File: src/rtl/fifo_stream_reader.sv
// fifo_stream_reader
//   Drains the upstream sync_fifo through its rd_en/empty/data_out interface.
//   The FIFO has a one-cycle read latency. Every word that is read lands in a
//   2-entry holding buffer. Because of that buffer, downstream backpressure
//   never drops a read that is already in flight. Words are sent out on a
//   valid/ready stream and grouped into packets of PKT_LEN beats. m_last marks
//   the final beat of each packet.
//
//   Optional feature: FIFO_STREAM_CHECKSUM_EN
//     When defined, each packet is followed by one extra beat. That beat
//     carries the modulo-2^WIDTH sum of the packet's payload words, and m_last
//     is asserted only on it. When undefined, no checksum logic is built.
//
// Ports
//   clk         clock, all state changes on the rising edge
//   rst_n       synchronous active-low reset
//   fifo_empty  upstream FIFO empty flag
//   fifo_data   upstream FIFO data_out, valid the cycle after an accepted read
//   fifo_rd_en  read request to the upstream FIFO
//   m_valid     stream data valid
//   m_ready     downstream ready
//   m_data      stream data
//   m_last      final beat of a packet
module fifo_stream_reader #(
    parameter int WIDTH   = 8,
    parameter int PKT_LEN = 4,
    parameter int CNT_W   = $clog2(PKT_LEN)
) (
    input  logic             clk,
    input  logic             rst_n,
    input  logic             fifo_empty,
    input  logic [WIDTH-1:0] fifo_data,
    output logic             fifo_rd_en,
    output logic             m_valid,
    input  logic             m_ready,
    output logic [WIDTH-1:0] m_data,
    output logic             m_last
);

    // Holding buffer: hold0 is always the head and hold1 the second entry.
    logic [WIDTH-1:0] hold0;
    logic [WIDTH-1:0] hold1;
    logic [1:0]       count;
    logic             inflight;
    logic [CNT_W-1:0] beat_cnt;

    logic             wr;
    logic             pop;
    logic             has_word;
    logic             beat_end;
    logic [2:0]       occupancy;

    assign wr       = inflight;
    assign has_word = (count != 2'd0);
    assign beat_end = (beat_cnt == CNT_W'(PKT_LEN - 1));

    // A new read is issued only when the slot it will land in is guaranteed.
    // That holds when buffered + in-flight words, minus the word leaving this
    // cycle, stay below the buffer depth.
    assign occupancy  = 3'(count) + 3'(inflight);
    assign fifo_rd_en = rst_n && !fifo_empty && (occupancy < (3'd2 + 3'(pop)));

`ifdef FIFO_STREAM_CHECKSUM_EN

    typedef enum logic {
        PAYLOAD = 1'b0,
        CKSUM   = 1'b1
    } state_t;

    state_t           state;
    state_t           state_next;
    logic             in_cksum;
    logic [WIDTH-1:0] checksum;

    function automatic logic [WIDTH-1:0] wrap_add(input logic [WIDTH-1:0] a,
                                                  input logic [WIDTH-1:0] b);
        return a + b;
    endfunction

    always_ff @(posedge clk) begin
        if (!rst_n) begin
            state <= PAYLOAD;
        end else begin
            state <= state_next;
        end
    end

    always_comb begin
        state_next = state;
        in_cksum   = 1'b0;
        case (state)
            PAYLOAD: begin
                if (pop && beat_end) begin
                    state_next = CKSUM;
                end
            end
            CKSUM: begin
                in_cksum = 1'b1;
                if (m_ready) begin
                    state_next = PAYLOAD;
                end
            end
            default: state_next = PAYLOAD;
        endcase
    end

    // The checksum beat does not touch the buffer. Reads keep filling it.
    assign pop     = !in_cksum && has_word && m_ready;
    assign m_valid = in_cksum || has_word;
    assign m_data  = in_cksum ? checksum : (has_word ? hold0 : '0);
    assign m_last  = in_cksum;

    always_ff @(posedge clk) begin
        if (!rst_n) begin
            beat_cnt <= '0;
            checksum <= '0;
        end else if (in_cksum && m_ready) begin
            beat_cnt <= '0;
            checksum <= '0;
        end else if (pop) begin
            checksum <= wrap_add(checksum, hold0);
            // Hold at the final index until the checksum beat is accepted.
            if (!beat_end) begin
                beat_cnt <= beat_cnt + 1'b1;
            end
        end
    end

`else

    assign pop     = has_word && m_ready;
    assign m_valid = has_word;
    assign m_data  = has_word ? hold0 : '0;
    assign m_last  = has_word && beat_end;

    always_ff @(posedge clk) begin
        if (!rst_n) begin
            beat_cnt <= '0;
        end else if (pop) begin
            beat_cnt <= beat_end ? '0 : beat_cnt + 1'b1;
        end
    end

`endif

    always_ff @(posedge clk) begin
        if (!rst_n) begin
            inflight <= 1'b0;
            count    <= 2'd0;
        end else begin
            inflight <= fifo_rd_en;
            case ({wr, pop})
                2'b10:   count <= count + 2'd1;
                2'b01:   count <= count - 2'd1;
                default: count <= count;
            endcase
        end
    end

    // Buffer storage is not reset. count alone decides which entries are live.
    always_ff @(posedge clk) begin
        case ({wr, pop})
            2'b10: begin
                if (count == 2'd0) begin
                    hold0 <= fifo_data;
                end else begin
                    hold1 <= fifo_data;
                end
            end
            2'b01: begin
                hold0 <= hold1;
            end
            2'b11: begin
                if (count == 2'd1) begin
                    hold0 <= fifo_data;
                end else begin
                    hold0 <= hold1;
                    hold1 <= fifo_data;
                end
            end
            default: ;
        endcase
    end

    always_ff @(posedge clk) begin
        if (rst_n) begin
            assert (!(wr && !pop && (count == 2'd2)));
            assert (count != 2'd3);
        end
    end

endmodule
File: config.mk
export PLATFORM = sky130hd
export DESIGN_NAME = fifo_stream_reader
export DESIGN_NICKNAME = d
export VERILOG_FILES = /design/src/rtl/fifo_stream_reader.sv
export SDC_FILE = /design/constraint.sdc
export NUM_CORES = 1
export LEC_CHECK = 0
export ABC_AREA = 1
export BUFFER_PORTS_ARGS = -buffer_cell sky130_fd_sc_hd__buf_4
export CELL_PAD_IN_SITES_DETAIL_PLACEMENT = 0
export CELL_PAD_IN_SITES_GLOBAL_PLACEMENT = 1
export CORE_MARGIN = 1
export CORE_UTILIZATION = 25
export CTS_CLUSTER_DIAMETER = 40
export DETAILED_ROUTE_END_ITERATION = 10
export PLACE_DENSITY = 0.54
export SYNTH_ARGS = -nofsm -noshare
export SYNTH_HDL_FRONTEND = slang
export SYNTH_SLANG_ARGS = --single-unit
File: constraint.sdc
create_clock -name clk -period 2.55 [get_ports clk]
set_clock_uncertainty 0.15 [all_clocks]
set_input_delay 0.51 -clock clk [delete_from_list [all_inputs] [get_ports clk]]
set_output_delay 0.51 -clock clk [all_outputs]
set_load 0.03 [all_outputs]
# Yosys cells after proc, flatten, opt, wreduce, memory -nomap -nowiden
# Cells that the tools add are included.
# word_totals
wordCells	40
register_bits	21
input_bits	12
out_inout_bits	11
# op_classes
eq_ne	8
order_cmp	1
n_reduce_logical	12
n_mux	9
n_addsub	5
# ops
cell	count
$mux W8	5
$pmux W8 S3	1
$pmux W8 S2	1
$eq A2 B2 Y1 const B	3
$ne A2 B2 Y1 const B	3
$reduce_bool A2 Y1	3
$add A2 B1 Y2 const B	2
$eq A2 B1 Y1 const B	2
$logic_and A1 B1 Y1	4
$pmux W2 S2	1
$add A2 B1 Y3	1
$add A2 B1 Y3 const A	1
$lt A3 B3 Y1	1
$reduce_and A3 Y1	1
$reduce_bool A3 Y1	1
$logic_not A2 Y1	1
$mux W2	1
$reduce_and A2 Y1	1
$sub A2 B1 Y2 const B	1
$logic_not A1 Y1	1

# Longest topological paths before layout
# logic_depth
word_depth	5
mapped_depth	8
mapped_depth_nobuf	8

# Worst setup path before layout
# OpenSTA, ideal clock, no wires.
# synth_timing
path_type	reg-to-output
startpoint	reg count[0]
endpoint	out fifo_rd_en
path_slack_ns	0.426
t_arrival_ns	1.464
path_stages_with_launch	7
path_buffers	0
t_required_ns	1.890
path_cell_list	dfxtp_1 -> inv_1 -> ha_1 -> inv_1 -> nand2_1 -> or2_1 -> a21oi_1
# synth_between
elab_chain_len	5
elab_cells_between_ends	6
classes_between	2 x add/sub; 1 x order compare; 3 x reduce/logical
# synth_lines
item	line_no	rtl
start: declaration	43	logic [1:0] count;
start signal: assignment	153	2'b10: count <= count + 2'd1;
start signal: assignment	154	2'b01: count <= count - 2'd1;
start signal: assignment	155	default: count <= count;
$reduce_bool A2 Y1	54	assign has_word = (count != 2'd0);
$logic_and A1 B1 Y1	131	assign pop = has_word && m_ready;
$add A2 B1 Y3	61	assign fifo_rd_en = rst_n && !fifo_empty && (occupancy < (3'd2 + 3'(pop)));
$lt A3 B3 Y1 (*)	61	
$logic_and A1 B1 Y1 (*)	61	
end: declaration	33	output logic fifo_rd_en,
# Mark *: on every way between the ends. The rest lies on a longest branch, timed or not.

# Worst setup path after layout
# Ends and elaborated chain as after synthesis.

==> results.txt <==
The area of the die came out at 4620 um2. The termination of the worst setup path was fifo_rd_en. The signed area change from the synthesized netlist to the final layout is 25.2%, and the number of buffers on the longest clock path is 2. Adding up every negative setup slack in the final design gives 0 ns. IR analysis of the VDD net gives a maximum drop of 0.294 mV. At the placement stage, the worst setup path has a slack of 0.516 ns.

Summed over all cells, the static leakage comes to 0.641 nW. For this design, the CTS-stage hold fixing added 0 buffers. The number of routed nets with antenna violations is 0, and the sequential share of the synthesized area is 0.533. In this run the core area contains 23 standard-cell rows. The number of setup buffers added after CTS is 0. For this design, the sink count on the clock tree is 21. After layout, the worst setup slack is 0.232 ns. For the number of levels in the clock H-tree, the log shows 1. The overall routed net length is 1940 um. The run finished with clean final reports. The relative slew slack came out at 0.592.

The count of buffers added on input and output ports is 22. The slowest stage of the critical path is the sky130_fd_sc_hd__dfxtp_1 cell. Number of distinct standard cells referenced by the synthesized netlist: 18.

STA puts the critical path data arrival time at 1.66 ns. The count of endpoints failing hold in the final timing report was 0. The number of antenna cells inserted was 0.

The global-route usage over all layers came out at 0.102. The tools report the initial core utilization as 0.266. Dividing the detail-routed wire length by the instance count gives 10.3 um. Synthesized netlist cell count: 111. The final-report setup violation count came out at 0. The most frequent standard cell in the layout excluding fill and tap cells was sky130_fd_sc_hd__buf_4. For the highest attainable clock frequency, the log shows 431 MHz. The startpoint identified for the worst register-to-register timing path is count[0].

The number of nets in the synthesized netlist is 129. The final number of max-transition violations came out at 0. The cell that appears most often on the critical path is sky130_fd_sc_hd__inv_1. The post-synthesis average cell area came out at 9.81 um2.

Path class of the lowest-slack min-delay path: input port to flip-flop. The count of cells resized by post-cts repair was 0; the count of state elements after synthesis was 21. The synthesis warning total came out at 0. For the insertion delay to the later sink of the worst-skew pair, the log shows 0.26 ns. The floorplan step set the die height to 68.0 um. Depth of the most critical reg-to-reg path: 6.

The count of TritonRoute iterations in the first routing pass is 2, and the period utilization is 0.909. The layout has 446 filler cells. The routed design could run at a clock period as short as 2.32 ns. The run gives 23 as the number of top-level design ports. At the end of routability-driven placement, the weighted congestion stood at 0.761.

Walking the worst path, the cells encountered are inv_1 -> ha_1 -> inv_1 -> nand2_1 -> or2_1 -> a21oi_1 -> buf_4. The startpoint of the most critical setup path was count[0]. After synthesis the cells add up to 1090 um2.

In this design, the stage delay of the slowest critical-path cell is 0.37 ns. Of all cell types, the one taking the most synthesized area is sky130_fd_sc_hd__edfxtp_1. Setup repair after global routing left no endpoint under its margin. In this run the power density over the cells is 812 nW/um2.

After clock tree synthesis, the clock-pin slew on the worst setup and hold paths is 0.08 ns. The number of global-route vias before repair is 772, and the instance area after placement is 1310 um2. Leaving out fill and tap cells, the most frequent cells in the layout are sky130_fd_sc_hd__buf_4 (25), sky130_fd_sc_hd__inv_1 (24), sky130_fd_sc_hd__edfxtp_1 (16). The fraction of layout cells with a size suffix above 1 came out at 0.312. TritonCTS built the clock tree. Classification of the worst setup path: flip-flop to output pin.

The number of antenna violations at the first check in global routing is 0. STA classifies the critical path endpoint as an output pin. For this block, the initial DRC count from the detailed router was 13. The post-layout net count was 157; the wire length of the first global-routing pass was 3390 um. At the pin with the least slew margin, the transition time is 0.609 ns.

The top cell type's share of synthesized area is 0.441, and the max capacitance violation total is 0. After detailed routing, the number of remaining DRC violations is 0. For the pin count of the biggest net entering global routing, the log shows 17. The width of the chip was 68.0 um. The terminus of the critical flop-to-flop path was hold1[5]. The logs give 1440 um for the HPWL after detailed placement and 0.280 ns for the final worst hold slack. The post-route standard cell area excluding fillers was 1360 um2. Detailed routing inserted a total of 752 vias.

After detailed routing, the number of vias per cell comes to 4.00. After floorplanning, the core was sized to cover 4090 um2. Master cell of the clock root buffer: sky130_fd_sc_hd__clkbuf_8.

TritonCTS created 3 clock buffers. The sum of overflow across all layers after global routing was 0; the register-to-register setup slack was 0.83 ns. STA puts the critical path data required time at 1.89 ns.

The post-layout utilization of the core was 0.333. The worst setup path is launched from a flip-flop. Sorting the synthesized cells by area gives the leading types as sky130_fd_sc_hd__edfxtp_1 (44%), sky130_fd_sc_hd__dfxtp_1 (9.2%), sky130_fd_sc_hd__inv_1 (8.3%), sky130_fd_sc_hd__ha_1 (6.9%), sky130_fd_sc_hd__o21ai_2 (6.4%).

The maximum fanout along the worst path came out at 4.
[flip-flops by register name, indices dropped and copies added (netlist names)]
signal and flops:
beat_cnt 2, count 2, hold0 8, hold1 8, inflight 1
[metrics by stage]
stage / std cells / power, mW
floorplan: 111 / 0.765
global placement: 184 / 0.897
detailed placement: 184 / 0.899
CTS: 188 / 1.13
global route: 188 / 1.19
finish: 188 / 1.11
[where the power goes]
part	internal (mW)	switching, mW	leakage [nW]	total [mW]
logic	0.154	0.272	0.430	0.426
clock network	0.110	0.114	0.0217	0.224
registers	0.435	0.0209	0.190	0.456
[worst min path at each step]
stage	endpoint	start	cells after the start	slack, ns
after global routing	hold1[7]	fifo_data[7]	1	0.26
after floorplan	beat_cnt[1]	beat_cnt[1]	2	0.31
after CTS	hold1[7]	fifo_data[7]	1	0.27
after global placement	beat_cnt[1]	beat_cnt[1]	2	0.33
after detailed placement	count[1]	count[1]	2	0.36
final	hold1[7]	fifo_data[7]	1	0.28
[cell families (layout without fill, tap and decap cells)]
family                   count (synthesis)  after routing  share of synthesized area
AO/OA/AOI/OAI                           19             19                      0.130
AND/OR/NAND/NOR                         37             37                      0.155
adder cells (fa/ha/maj)                  6              6                     0.0690
flip-flops                              21             21                      0.533
buffers and inverters                   28             55                      0.113
[synth_stat cells]
| library cell | count |
|---|---|
| sky130_fd_sc_hd__buf_2 | 1 |
| sky130_fd_sc_hd__buf_12 | 1 |
| sky130_fd_sc_hd__inv_2 | 2 |
| sky130_fd_sc_hd__edfxtp_1 | 16 |
| sky130_fd_sc_hd__o211a_1 | 1 |
| sky130_fd_sc_hd__o21ai_0 | 3 |
| sky130_fd_sc_hd__inv_1 | 24 |
| sky130_fd_sc_hd__o21ai_2 | 8 |
| sky130_fd_sc_hd__o21ai_4 | 1 |
| sky130_fd_sc_hd__a21oi_1 | 6 |
| sky130_fd_sc_hd__or2_1 | 1 |
| sky130_fd_sc_hd__dfxtp_1 | 5 |
| sky130_fd_sc_hd__nand2_1 | 15 |
| sky130_fd_sc_hd__nand3_1 | 4 |
| sky130_fd_sc_hd__nor2_1 | 14 |
| sky130_fd_sc_hd__nand2_4 | 2 |
| sky130_fd_sc_hd__ha_1 | 6 |
| sky130_fd_sc_hd__nor2_4 | 1 |
[worst max-delay path, delay by kind of cell, from the launching register on]
kind                     cells  cell delay [ns]
flip-flops                   1             0.37
adder cells (fa/ha/maj)      1             0.22
AND/OR/NAND/NOR              2             0.34
AO/OA/AOI/OAI                1             0.13
buffers and inverters        3             0.34
[layer usage]
metal,track usage,share of wire,vias to the layer above
met2,0.175,0.51,10
met1,0.118,0.45,333
met4,0.0547,0.0093,0
met5,0,0,-
met3,0.0217,0.030,2
li1,-,-,407
[cell type report]
class                      instances  area [um2]  area share
sequential                        21         581       0.426
multi-input combinational         62         385       0.283
timing repair buffer              25         188       0.138
inverter                          26        97.6      0.0716
tap                               50        62.6      0.0459
clock buffer                       3        41.3      0.0303
clock inverter                     1        7.51     0.00551
(Power assumes the default switching activity.)
